[config.mk]
export PLATFORM = sky130hd
export DESIGN_NAME = gcbp_bram_reader_flat
export DESIGN_NICKNAME = d
export VERILOG_FILES = /design/src/rtl/gcbp_pkg.sv /design/src/rtl/gcbp_bram_reader_if.sv /design/src/rtl/gcbp_rd_cnt.sv /design/src/rtl/gcbp_bram_reader.sv /design/src/flat_wrapper.sv
export SDC_FILE = /design/constraint.sdc
export NUM_CORES = 1
export LEC_CHECK = 0
export ABC_CLOCK_PERIOD_IN_PS = 1800
export CELL_PAD_IN_SITES_DETAIL_PLACEMENT = 0
export CELL_PAD_IN_SITES_GLOBAL_PLACEMENT = 2
export CORE_ASPECT_RATIO = 0.7
export CORE_MARGIN = 2
export CORE_UTILIZATION = 21
export DETAILED_ROUTE_END_ITERATION = 8
export PLACE_DENSITY = 0.87
export SYNTH_ARGS = -nofsm -noshare
export SYNTH_HDL_FRONTEND = slang
export SYNTH_SLANG_ARGS = --single-unit
[constraint.sdc]
create_clock -name i_clk -period 1.8 [get_ports i_clk]
set_input_delay 0.36 -clock i_clk [delete_from_list [all_inputs] [get_ports i_clk]]
set_output_delay 0.36 -clock i_clk [all_outputs]
set_load 0.1 [all_outputs]
[src/rtl/gcbp_pkg.sv]
// Shared GCBP definitions for the BRAM array write and read paths.
package gcbp_pkg;

  localparam int unsigned C_SUBIMAGE_HEIGHT = 64;
  localparam int unsigned C_NUM_SUBIMAGES   = 16;
  localparam int unsigned C_LINE_BITS       = 128;
  localparam int unsigned C_LOC_W           = 2;
  localparam int unsigned C_ADDR_W          = 9;
  localparam int unsigned C_LINE_IDX_W      = $clog2(C_SUBIMAGE_HEIGHT);
  localparam int unsigned C_SUB_IDX_W       = $clog2(C_NUM_SUBIMAGES);

  typedef logic [C_LOC_W-1:0]      frame_loc_t;
  typedef logic [C_ADDR_W-1:0]     bram_addr_t;
  typedef logic [C_LINE_IDX_W-1:0] line_idx_t;
  typedef logic [C_SUB_IDX_W-1:0]  sub_idx_t;
  typedef logic [C_LINE_BITS-1:0]  gcbp_line_t;

  // Frame slot selects a 64-line region inside each BRAM; upper half unused.
  function automatic bram_addr_t gcbp_addr(input frame_loc_t loc, input line_idx_t line);
    return {1'b0, loc, line};
  endfunction

endpackage

[src/rtl/gcbp_bram_reader_if.sv]
// Reader-side bundle: BRAM array read port plus the line-pair stream to the matcher.
interface gcbp_bram_reader_if;
  import gcbp_pkg::*;

  logic       i_start;
  frame_loc_t i_curr_frame_loc;
  frame_loc_t i_prev_frame_loc;

  logic       o_bram_array_read_en;
  bram_addr_t o_bram_array_read_addr;
  sub_idx_t   o_bram_array_read_sel;
  gcbp_line_t i_bram_array_read_data;

  gcbp_line_t o_curr_line;
  gcbp_line_t o_prev_line;
  sub_idx_t   o_subimage_idx;
  line_idx_t  o_line_idx;
  logic       o_last;
  logic       o_line_valid;
  logic       i_line_ready;

  logic       o_busy;
  logic       o_done;
  logic       o_loc_err;

  modport master (
    input  i_start, i_curr_frame_loc, i_prev_frame_loc, i_bram_array_read_data, i_line_ready,
    output o_bram_array_read_en, o_bram_array_read_addr, o_bram_array_read_sel,
           o_curr_line, o_prev_line, o_subimage_idx, o_line_idx, o_last, o_line_valid,
           o_busy, o_done, o_loc_err
  );

  modport slave (
    output i_start, i_curr_frame_loc, i_prev_frame_loc, i_bram_array_read_data, i_line_ready,
    input  o_bram_array_read_en, o_bram_array_read_addr, o_bram_array_read_sel,
           o_curr_line, o_prev_line, o_subimage_idx, o_line_idx, o_last, o_line_valid,
           o_busy, o_done, o_loc_err
  );
endinterface

[src/rtl/gcbp_rd_cnt.sv]
// Line/subimage position counter for one read pass; last flags subimage 15, line 63.
module gcbp_rd_cnt
  import gcbp_pkg::*;
(
  input  logic      i_clk,
  input  logic      i_reset,
  input  logic      clear_i,
  input  logic      advance_i,
  output line_idx_t line_o,
  output sub_idx_t  subimage_o,
  output logic      last_o
);

  localparam line_idx_t C_LINE_MAX = C_LINE_IDX_W'(C_SUBIMAGE_HEIGHT - 1);
  localparam sub_idx_t  C_SUB_MAX  = C_SUB_IDX_W'(C_NUM_SUBIMAGES - 1);

  line_idx_t line_q, line_d;
  sub_idx_t  sub_q, sub_d;
  logic      last_q, last_d;

  always_comb begin
    line_d = line_q;
    sub_d  = sub_q;
    if (clear_i) begin
      line_d = '0;
      sub_d  = '0;
    end else if (advance_i) begin
      if (line_q == C_LINE_MAX) begin
        line_d = '0;
        sub_d  = sub_q + C_SUB_IDX_W'(1);
      end else begin
        line_d = line_q + C_LINE_IDX_W'(1);
      end
    end
    last_d = (line_d == C_LINE_MAX) && (sub_d == C_SUB_MAX);
  end

  always_ff @(posedge i_clk) begin
    if (i_reset) begin
      line_q <= '0;
      sub_q  <= '0;
      last_q <= 1'b0;
    end else begin
      line_q <= line_d;
      sub_q  <= sub_d;
      last_q <= last_d;
    end
  end

  assign line_o     = line_q;
  assign subimage_o = sub_q;
  assign last_o     = last_q;

endmodule

[src/rtl/gcbp_bram_reader.sv]
// Streams curr/prev frame line pairs for all 16 subimages out of the shared BRAM array.
module gcbp_bram_reader
  import gcbp_pkg::*;
(
  input  logic                i_clk,
  input  logic                i_reset,
  gcbp_bram_reader_if.master  bus
);

  typedef enum logic [2:0] {
    S_IDLE    = 3'd0,
    S_RD_CURR = 3'd1,
    S_RD_PREV = 3'd2,
    S_CAPTURE = 3'd3,
    S_OUT     = 3'd4
  } state_e;

  state_e     state_q, state_d;
  frame_loc_t curr_loc_q, prev_loc_q;
  gcbp_line_t curr_line_q, prev_line_q;
  logic       done_q, loc_err_q;

  line_idx_t  line_idx;
  sub_idx_t   sub_idx;
  logic       cnt_last;

  logic       start_ok_c;
  logic       start_bad_c;
  logic       xfer_c;

  assign start_ok_c  = (state_q == S_IDLE) && bus.i_start &&
                       (bus.i_curr_frame_loc != bus.i_prev_frame_loc);
  assign start_bad_c = (state_q == S_IDLE) && bus.i_start &&
                       (bus.i_curr_frame_loc == bus.i_prev_frame_loc);
  assign xfer_c      = (state_q == S_OUT) && bus.i_line_ready;

  gcbp_rd_cnt u_cnt (
    .i_clk      (i_clk),
    .i_reset    (i_reset),
    .clear_i    (start_ok_c),
    .advance_i  (xfer_c),
    .line_o     (line_idx),
    .subimage_o (sub_idx),
    .last_o     (cnt_last)
  );

  always_ff @(posedge i_clk) begin
    if (i_reset) state_q <= S_IDLE;
    else         state_q <= state_d;
  end

  always_comb begin
    state_d = state_q;
    case (state_q)
      S_IDLE:    if (start_ok_c) state_d = S_RD_CURR;
      S_RD_CURR: state_d = S_RD_PREV;
      S_RD_PREV: state_d = S_CAPTURE;
      S_CAPTURE: state_d = S_OUT;
      S_OUT:     if (xfer_c) state_d = cnt_last ? S_IDLE : S_RD_CURR;
      default:   state_d = S_IDLE;
    endcase
  end

  // BRAM read strobe/address decode straight from state and position.
  always_comb begin
    bus.o_bram_array_read_en   = 1'b0;
    bus.o_bram_array_read_addr = '0;
    bus.o_bram_array_read_sel  = '0;
    bus.o_line_valid           = 1'b0;
    bus.o_busy                 = (state_q != S_IDLE);
    case (state_q)
      S_RD_CURR: begin
        bus.o_bram_array_read_en   = 1'b1;
        bus.o_bram_array_read_addr = gcbp_addr(curr_loc_q, line_idx);
        bus.o_bram_array_read_sel  = sub_idx;
      end
      S_RD_PREV: begin
        bus.o_bram_array_read_en   = 1'b1;
        bus.o_bram_array_read_addr = gcbp_addr(prev_loc_q, line_idx);
        bus.o_bram_array_read_sel  = sub_idx;
      end
      S_OUT:   bus.o_line_valid = 1'b1;
      default: ;
    endcase
  end

  // Data for a read lands one cycle later, so each holding register loads in the following state.
  always_ff @(posedge i_clk) begin
    if (i_reset) begin
      curr_loc_q  <= '0;
      prev_loc_q  <= '0;
      curr_line_q <= '0;
      prev_line_q <= '0;
      done_q      <= 1'b0;
      loc_err_q   <= 1'b0;
    end else begin
      if (start_ok_c) begin
        curr_loc_q <= bus.i_curr_frame_loc;
        prev_loc_q <= bus.i_prev_frame_loc;
      end
      if (state_q == S_RD_PREV) curr_line_q <= bus.i_bram_array_read_data;
      if (state_q == S_CAPTURE) prev_line_q <= bus.i_bram_array_read_data;
      done_q    <= xfer_c && cnt_last;
      loc_err_q <= start_bad_c;
    end
  end

  assign bus.o_curr_line    = curr_line_q;
  assign bus.o_prev_line    = prev_line_q;
  assign bus.o_subimage_idx = sub_idx;
  assign bus.o_line_idx     = line_idx;
  assign bus.o_last         = cnt_last;
  assign bus.o_done         = done_q;
  assign bus.o_loc_err      = loc_err_q;

endmodule

[src/flat_wrapper.sv]
// flat-port wrapper written by rule: the top's interface ports become plain ports
module gcbp_bram_reader_flat import gcbp_pkg::*;
  (i_clk, i_reset, bus_i_start, bus_i_curr_frame_loc, bus_i_prev_frame_loc, bus_i_bram_array_read_data, bus_i_line_ready, bus_o_bram_array_read_en, bus_o_bram_array_read_addr, bus_o_bram_array_read_sel, bus_o_curr_line, bus_o_prev_line, bus_o_subimage_idx, bus_o_line_idx, bus_o_last, bus_o_line_valid, bus_o_busy, bus_o_done, bus_o_loc_err);
  gcbp_bram_reader_if bus_i ();
  input  logic i_clk;
  input  logic i_reset;
  input wire logic [$bits(bus_i.i_start)-1:0] bus_i_start;
  input wire logic [$bits(bus_i.i_curr_frame_loc)-1:0] bus_i_curr_frame_loc;
  input wire logic [$bits(bus_i.i_prev_frame_loc)-1:0] bus_i_prev_frame_loc;
  input wire logic [$bits(bus_i.i_bram_array_read_data)-1:0] bus_i_bram_array_read_data;
  input wire logic [$bits(bus_i.i_line_ready)-1:0] bus_i_line_ready;
  output wire logic [$bits(bus_i.o_bram_array_read_en)-1:0] bus_o_bram_array_read_en;
  output wire logic [$bits(bus_i.o_bram_array_read_addr)-1:0] bus_o_bram_array_read_addr;
  output wire logic [$bits(bus_i.o_bram_array_read_sel)-1:0] bus_o_bram_array_read_sel;
  output wire logic [$bits(bus_i.o_curr_line)-1:0] bus_o_curr_line;
  output wire logic [$bits(bus_i.o_prev_line)-1:0] bus_o_prev_line;
  output wire logic [$bits(bus_i.o_subimage_idx)-1:0] bus_o_subimage_idx;
  output wire logic [$bits(bus_i.o_line_idx)-1:0] bus_o_line_idx;
  output wire logic [$bits(bus_i.o_last)-1:0] bus_o_last;
  output wire logic [$bits(bus_i.o_line_valid)-1:0] bus_o_line_valid;
  output wire logic [$bits(bus_i.o_busy)-1:0] bus_o_busy;
  output wire logic [$bits(bus_i.o_done)-1:0] bus_o_done;
  output wire logic [$bits(bus_i.o_loc_err)-1:0] bus_o_loc_err;
  assign bus_i.i_start = bus_i_start;
  assign bus_i.i_curr_frame_loc = bus_i_curr_frame_loc;
  assign bus_i.i_prev_frame_loc = bus_i_prev_frame_loc;
  assign bus_i.i_bram_array_read_data = bus_i_bram_array_read_data;
  assign bus_i.i_line_ready = bus_i_line_ready;
  assign bus_o_bram_array_read_en = bus_i.o_bram_array_read_en;
  assign bus_o_bram_array_read_addr = bus_i.o_bram_array_read_addr;
  assign bus_o_bram_array_read_sel = bus_i.o_bram_array_read_sel;
  assign bus_o_curr_line = bus_i.o_curr_line;
  assign bus_o_prev_line = bus_i.o_prev_line;
  assign bus_o_subimage_idx = bus_i.o_subimage_idx;
  assign bus_o_line_idx = bus_i.o_line_idx;
  assign bus_o_last = bus_i.o_last;
  assign bus_o_line_valid = bus_i.o_line_valid;
  assign bus_o_busy = bus_i.o_busy;
  assign bus_o_done = bus_i.o_done;
  assign bus_o_loc_err = bus_i.o_loc_err;
  gcbp_bram_reader u_core (.i_clk(i_clk), .i_reset(i_reset), .bus(bus_i));
endmodule
## Yosys cells after proc, flatten, opt, wreduce, memory -nomap -nowiden

Cells that the tools add are included.

| word-level totals | value |
|---|---|
| input port bits | 136 |
| flip-flop bits (word level) | 276 |
| word-level logic and storage cells | 47 |
| output and inout port bits | 285 |

| operators by class | value |
|---|---|
| muxes and demuxes | 14 |
| add/subtract/negate cells | 2 |
| reductions and logical operators | 10 |
| equality and inequality tests | 11 |

Operators with widths:

| cell | number |
|---|---|
| 6-bit 2-to-1 mux | 3 |
| 4-bit 2-to-1 mux | 4 |
| 8-bit one-hot mux with 2 select lines | 1 |
| 3-bit one-hot mux with 5 select lines | 1 |
| 6-bit equality test (second input constant) | 2 |
| 6-bit by 1-bit adder with 6-bit output (second input constant) | 1 |
| 3-bit by 2-bit equality test with 1-bit output (second input constant) | 2 |
| 1-bit logical AND | 6 |
| 3-bit 2-to-1 mux | 2 |
| 4-bit by 1-bit adder with 4-bit output (second input constant) | 1 |
| 4-bit equality test (second input constant) | 1 |
| 2-bit by 1-bit inequality test with 1-bit output (second input constant) | 2 |
| 3-bit by 1-bit equality test with 1-bit output (second input constant) | 1 |
| 3-bit equality test (second input constant) | 1 |
| 3-bit logical NOT | 1 |
| 1-bit 2-to-1 mux | 3 |
| 3-bit nonzero test | 1 |
| 2-bit equality test | 1 |
| 2-bit inequality test | 1 |
| 2-bit AND reduction | 1 |
| 2-bit OR reduction | 1 |

## Longest topological paths before layout

| logic depth | value |
|---|---|
| depth in word-level cells | 6 |
| depth in mapped cells | 7 |
| gate-level depth less buffers | 5 |

## Cells and area by module

From an unflattened synthesis, not the netlist that was laid out.

| unflattened totals | value |
|---|---|
| cell total of the unflattened synthesis | 1234 |
| area total of the unflattened synthesis | 9907.0 um^2 |

Modules (own cells, without submodules):

| module | cells an instance | instances | area an instance (um^2) | sequential area each (um^2) |
|---|---|---|---|---|
| gcbp_bram_reader | 1178 | 1 | 9382.7 | 5305.1 |
| gcbp_rd_cnt | 56 | 1 | 524.3 | 220.2 |

## Worst setup path before layout

Ideal clock, no wire load.

| path | value |
|---|---|
| kind | register -> register |
| start point | register u_core.state_q[2] |
| end point | register u_core.state_q[2] |
| path slack | -1409 ps |
| arrival | 3136 ps |
| data required time | 1726 ps |
| stages on the path, launching flop included | 5 |
| cell sequence | dfxtp_1 buf_4 nor3b_1 nand2b_1 a21oi_1 |

| on the way | value |
|---|---|
| word-level cells in the longest chain between the ends | 5 |
| elaborated cells between the ends (all ways) | 12 |
| classes of those cells | eq/ne: 6; mux: 1; reduce/logical: 5 |

Ends and longest elaborated chain:

| what | RTL line | text |
|---|---|---|
| from (decl) | gcbp_bram_reader.sv:18 | `state_e state_q, state_d;` |
| from (signal assigned) | gcbp_bram_reader.sv:49 | `else state_q <= state_d;` |
| 3-bit logical NOT | gcbp_bram_reader.sv:31, gcbp_bram_reader.sv:54 |  |
| 1-bit logical AND (2 in series) | gcbp_bram_reader.sv:31 | `assign start_ok_c = (state_q == S_IDLE) && bus.i_start &&` |
| 2-bit by 1-bit inequality test with 1-bit output (no line) | -- |  |
| 2-bit AND reduction (no line) | -- |  |

Several ways; a longest one is shown, not always the timed one.
A chain may end at the register's enable or synchronous reset.

## Worst setup path in the final report

| path | value |
|---|---|
| start point | register u_core.state_q[0] |
| end point | output bus_o_bram_array_read_sel[3] |

| on the way | value |
|---|---|
| word-level cells in the longest chain between the ends | 3 |
| elaborated cells between the ends (all ways) | 4 |
| classes of those cells | eq/ne: 2; mux: 1; reduce/logical: 1 |

Ends and longest elaborated chain:

| what | RTL line | text |
|---|---|---|
| 3-bit by 1-bit equality test with 1-bit output or 3-bit by 2-bit equality test with 1-bit output (tied branches) | gcbp_bram_reader.sv:71 | `case (state_q)` |
| 2-bit OR reduction (no line) * | -- |  |
| 4-bit 2-to-1 mux * | gcbp_bram_reader.sv:71 |  |
| to (decl) | flat_wrapper.sv:14 | `output wire logic [$bits(bus_i.o_bram_array_read_sel)-1:0] bus_o_bram_array_read_sel;` |

Every way passes the cells marked *; elsewhere a longest branch is shown, timed or not.

==> flow_metrics.tcl <==
set metrics [dict create \
    ys_ff_latch 276 \
    arrival_ns 1.77 \
    yosys_warnings 0 \
    firstDrtPassIters 5 \
    synthCells 1248 \
    clkSlewWorstSetupHoldPaths_ns 0.07 \
    ios 421 \
    insertion_delay_ns 0.59 \
    drive_above_1_share_pct 26.07 \
    p_total_mw 18.97 \
    synth-main-ff-cell "dfxtp_1" \
    r2r-start "u_core.state_q[0]" \
    root_buffer "clkbuf_16" \
    ant_nets 0 \
    min_period_ns 2.130 \
    critPathLaunchType "register" \
    die_w_um 263.7 \
    h-tree-depth 1 \
    die_y_um 185.8 \
    fillers 4435 \
    yosysTopAreaCellShare_pct 55.72 \
    tritoncts "yes" \
    violations "negative setup slack" \
    nets 1798 \
    finalSetupViolations 19 \
    ir_drop_mv 0.6476 \
    clockBufferDepth 3 \
    worstSetupEndpointType "primary output" \
    clock-sinks 276 \
    power_density_nw_per_um2 980.8 \
    timing.hold.ws_ns 0.1408 \
    status "finished, violations left" \
    hold_viol 0 \
    grt_pass1_wl_mm 57.55 \
    skew_ns 0.02791 \
    viasPerCell 4.290 \
    area_delta_synth_final_pct 95.09 \
    critical_path.startpoint "u_core.state_q[0]" \
    antenna_found_initial 1 \
    synth_area_leaders "dfxtp_1 56%, nand2_1 20%, a21oi_1 13%, clkbuf_1 1.9%, buf_2 1.4%" \
    cts_buffers 30 \
    drv_slew 0 \
    routabilityCongestion 0.8038 \
    setup_ws_ns -0.3299 \
    hp-class "input pin to register" \
    pre_cts_slack_ns -0.3379 \
    ys_async_sr_fraction_pct 0 \
    vias 9854 \
    hpwlAfterDp_mm 26.62 \
    syn_area_um2 9916 \
    drt_iter0_markers 565 \
    fin_crit_sh_pct 118.3 \
    multi_input_area_um2 4109 \
    yosys.area.top_type "dfxtp_1" \
    p_leak_nw 6.936 \
    die-area_um2 49000 \
    initial_core_util_pct 21.33 \
    io_buffers 419 \
    wire_per_inst_um 17.44 \
    required_ns 1.44 \
    grt.overflow.total 0 \
    grt_pass1_vias 9499 \
    synthesis.nets 1386 \
    track_usage_pct 14.90 \
    critPathMaxFanout 6 \
    rsz0062_at_grt "true" \
    drc 0 \
    core_um2 46490 \
    min_from "i_reset" \
    routed_wl_mm 40.07 \
    grt_max_degree 95 \
    syn_avg_cell_area_um2 7.945 \
    rows 66 \
    criticalPathCategory "register to primary output" \
    synth_edf_count 0 \
    register_area_um2 5559 \
    seq_area_frac_synth_pct 55.72 \
    post_synth_num_cell_types 43 \
    maxCapViolCount 0 \
    fmaxAchievable_ghz 0.4695 \
]
==> cell usage in the layout (no fill, tap or decap), types with 5 or more instances in the layout <==
cell	n
dfxtp_2	6
clkbuf_16	34
nor3_1	5
and2_4	11
a21oi_1	258
xor2_1	6
mux2i_1	7
nor2_4	5
clkinv_2	5
clkdlybuf4s50_1	134
buf_4	23
nand2_1	515
buf_12	303
nor2_1	10
dfxtp_4	7
bufinv_16	6
dfxtp_1	263
==> synthesized netlist by cell type (all sizes together), types with 4 or more instances <==
cell type / instances
nand4: 4
a21oi: 259
nor2b: 4
clkbuf: 50
nor2: 17
and2: 13
nand3: 4
dfxtp: 276
mux2i: 7
buf: 43
inv: 4
nand2: 519
nor3: 7
xor2: 6
==> metal layers <==
| layer | vias to the layer above | track usage [%] | wire length [µm] |
|---|---|---|---|
| met3 | 70 | 4.445 | 2614 |
| met1 | 4654 | 18.53 | 16900 |
| met4 | 0 | 5.051 | 1411 |
| met2 | 268 | 24.68 | 19140 |
| li1 | 4862 | - | - |
| met5 | - | 0 | 0 |
==> registers in the layout, summed over array words and instances, names as in the netlist <==
| register | cells |
|---|---|
| u_core.bus.o_prev_line | 128 |
| u_core.prev_loc_q | 2 |
| u_core.u_cnt.last_o | 1 |
| u_core.bus.o_curr_line | 128 |
| u_core.u_cnt.line_o | 6 |
| u_core.state_q | 3 |
| u_core.bus.o_loc_err | 1 |
| u_core.bus.o_done | 1 |
| u_core.u_cnt.subimage_o | 4 |
| u_core.curr_loc_q | 2 |
==> through the flow <==
step                instances  instance area, µm²  setup TNS, ns  util, %
finish                   2297               19340         -4.721    41.61
floorplan                1248               10070        -0.2655        -
CTS                      2286               19130         -5.483    41.15
global placement         2222               17950         -2.193    38.62
global route             2297               19340         -6.573    41.61
detailed placement       2222               17950         -2.534    38.62
==> repair_timing <==
action	in CTS	in global routing
cloned	1	5
setup buffers	8	5
hold buffers	0	0
gates resized for setup	18	10
pin swaps	7	5
setup endpoints to repair	15	167
==> kinds of logic (layout without fill, tap and decap cells) <==
family | count (synthesis) | after routing | share of synthesized area, %
multiplexers | 8 | 8 | 0.8202
other | 1 | 2 | 0.03782
XOR/XNOR | 8 | 8 | 0.7067
AO/OA/AOI/OAI | 272 | 272 | 14.12
buffers and inverters | 97 | 533 | 4.429
flip-flops | 276 | 276 | 55.72
AND/OR/NAND/NOR | 584 | 584 | 23.91
adder cells (fa/ha/maj) | 2 | 2 | 0.2523
==> final cells by class <==
class                   instances  area share (%)
well taps                     612           3.958
clock inverters                19           1.339
multi-input cells             875           21.24
repair buffers                473           40.46
flip-flops and latches        276           28.74
inverters                       4         0.07761
diodes                          1         0.01294
clock buffers                  37           4.172
==> path summary, 6_finish.rpt <==
check,to,slack (ns),depth (start not counted)
max,bus_o_bram_array_read_sel[3],-0.33,7
min reg2reg,u_core.bus.o_prev_line[73],0.49,2
min,u_core.bus.o_prev_line[91],0.14,2
max reg2reg,u_core.u_cnt.last_o,-0.06,10
==> where the power goes <==
part	switching (mW)	leakage (nW)	internal (mW)
Combinational	3.49	4.17	1.98
Sequential	0.330	2.24	6.42
Clock	2.72	0.523	4.04
==> worst max-delay path, stage by stage (launching register included) <==
cell	delay, ns
dfxtp_2	0.33
buf_12	0.12
nor2b_4	0.11
nor2_2	0.06
nor2_4	0.12
buf_6	0.14
and2_4	0.15
buf_12	0.16
No activity file was read; power rests on OpenSTA's default activity.
==> edit, RTL diff (config.mk and constraints unchanged) <==
Encoding of `state_e`: now Gray code (3 bits for 5 states).
--- a/src/rtl/gcbp_bram_reader.sv
+++ b/src/rtl/gcbp_bram_reader.sv
@@ -10,7 +10,7 @@
   typedef enum logic [2:0] {
-    S_IDLE    = 3'd0,
-    S_RD_CURR = 3'd1,
-    S_RD_PREV = 3'd2,
-    S_CAPTURE = 3'd3,
-    S_OUT     = 3'd4
+    S_IDLE    = 3'b000,
+    S_RD_CURR = 3'b001,
+    S_RD_PREV = 3'b011,
+    S_CAPTURE = 3'b010,
+    S_OUT     = 3'b110
   } state_e;
Check against the original RTL: same outputs for any inputs over 4 cycles, from zero or initial values and one cycle with i_reset high; so few cycles prove little.
==> edit against the original RTL <==
  * Final cell count shrank 1.1%
  * Design area down 1.7%
  * Global-route usage grew 0.080 points
  * Combinational power rose by 6.8%
  * Sequential cell count stayed put
  * Critical path type unchanged
  * Hold slack improved by 0.070 ns
  * Routed wire length fell by 6.1%
  * The flow still finishes with violations (setup timing)
  * Area after synthesis shrank 1.5%
  * Total power is 3.0% higher
  * Sequential power is 1% higher
  * Worst setup slack better by 0.15 ns
  * Clock skew is 0.014 ns lower
  * Non-clock buffer count down 10
  * Utilization is 0.40 points lower
==> edit: results (changes against the original RTL) <==
| Metric | Value |
|---|---|
| Max stage delay on crit path | `0.40 ns (+0.07 ns)` |
| Top cells by area, synth | `dfxtp_1 (57%), nand2_1 (20%), a21oi_1 (13%)` |
| Placed Cells | `2209 (-0.59%)` |
| Worst-case vdd ir drop | `0.691 mV (+6.7%)` |
| Layout cells sized above 1 | `25.8% (-0.23 points)` |
| Number of global-route vias before repair | `9511 (+0.13%)` |
| CP arrival | `1.62 ns (-0.15 ns)` |
| TritonRoute pass-1 iters | `4 (-1)` |
| Setup violators final | `16 (-3)` |
| Initial antenna violation count | `0 (-1)` |
| Register area | `0.00556 sq mm (about the same)` |
| Fin Setup TNS | `-1.74 ns (+2.98 ns)` |
| Filler cell count | `4440 (+0.11%)` |
| GP Congestion | `0.814 (+1.2%)` |
| Gate count of the mapped netlist | `1234 (-1.1%)` |
| Clk sinks | `276 (unchanged)` |
| R2r worst-path depth | `5 (-5)` |
| Pwr Density | `1030 mW/mm^2 (+4.8%)` |
| Ant diodes | `0 (-1)` |
| Failing checks | `setup timing` |
| Clock Power Share | `35.2% (-0.4 points)` |
| Final-stage net count | `1776 (-1.2%)` |
| Non-clk invs | `6 (+2)` |
| Met3 global-route usage | `5.69% (+1.2 points)` |
| Fin area | `0.0190 sq mm (-1.7%)` |
| GRT met2 Usage | `24.1% (-0.61 points)` |
| Non-clock buffer area fraction after layout | `39.9% (-0.57 points)` |
| Outcome | `complete, but fails checks` |
| Fraction of area in multi-input gates | `20.9% (-0.35 points)` |
| Vias/cell | `4.29 (about the same)` |
| Clock-cell share of area | `5.79% (+0.28 points)` |
| Largest net degree at the start of global routing | `91 (-4.2%)` |
| Clock skew | `0.0140 ns (-0.0140 ns)` |
| Setup crit end | `bus_o_busy` |
| Worst-Skew Late Latency | `0.57 ns (-0.02 ns)` |
| DRT iter0 DRCs | `445 (-21%)` |
| Critical path peak fanout | `4 (-2)` |
| R2R Setup Slk | `-0.04 ns (+0.02 ns)` |
| Combinational power | `5.83 mW (+6.8%)` |
| Final worst slack | `-0.183 ns (+0.147 ns)` |
| Slowest cell on crit path | `or3_4` |
| GRT met1 Usage | `18.8% (+0.30 points)` |
| Chip Width | `262 um (-0.75%)` |
| Routed len/inst | `16.6 um (-5.0%)` |
| Sw Share | `34.7% (+0.24 points)` |
| Hpwl dp | `26.3 mm (-1.3%)` |
| Cell variety after synth | `40 (-7.0%)` |
| Layout clock buffers | `38 (+2.7%)` |
| Sequential area share after synthesis | `56.6% (+0.86 points)` |
| Pre-CTS setup slack | `-0.369 ns (-0.0307 ns)` |
| GRT Total Usage | `15.0% (+0.080 points)` |
| # resized after CTS | `15 (-3)` |
| Global-route wire length before repair | `57.0 mm (-0.98%)` |
| #MultiIn Comb | `861 (-1.6%)` |
| Syn Nets | `1372 (-1.0%)` |
==> edit: per-layer routing <==
metal	routed length (um)	share of wire, %
met5	0	0
met4	951	2.5
met3	3370	9.0
met2	17500	46
met1	15800	42
==> edit: cell families after synthesis <==
kind of cell,Yosys count,share of synthesized area (%)
simple gates,574,23.4
flops,276,56.6
compound gates,269,14.3
buf+inv,97,4.04
xor+xnor,8,0.718
mux,7,0.718
fa+ha+maj,2,0.256
other cells,1,0.0384
==> edit: worst min path at each step <==
stage                     cells after the start                          end                        start  slack, ns
after detailed placement                      2   u_core.bus.o_curr_line[50]   u_core.bus.o_curr_line[50]       0.48
after floorplan                               1       u_core.u_cnt.line_o[3]                      i_reset       0.44
after global routing                          2         u_core.curr_loc_q[1]                      i_reset       0.19
final                                         2         u_core.curr_loc_q[0]                      i_reset       0.21
after CTS                                     2         u_core.curr_loc_q[0]                      i_reset       0.17
after global placement                        2  u_core.bus.o_prev_line[114]  u_core.bus.o_prev_line[114]       0.48
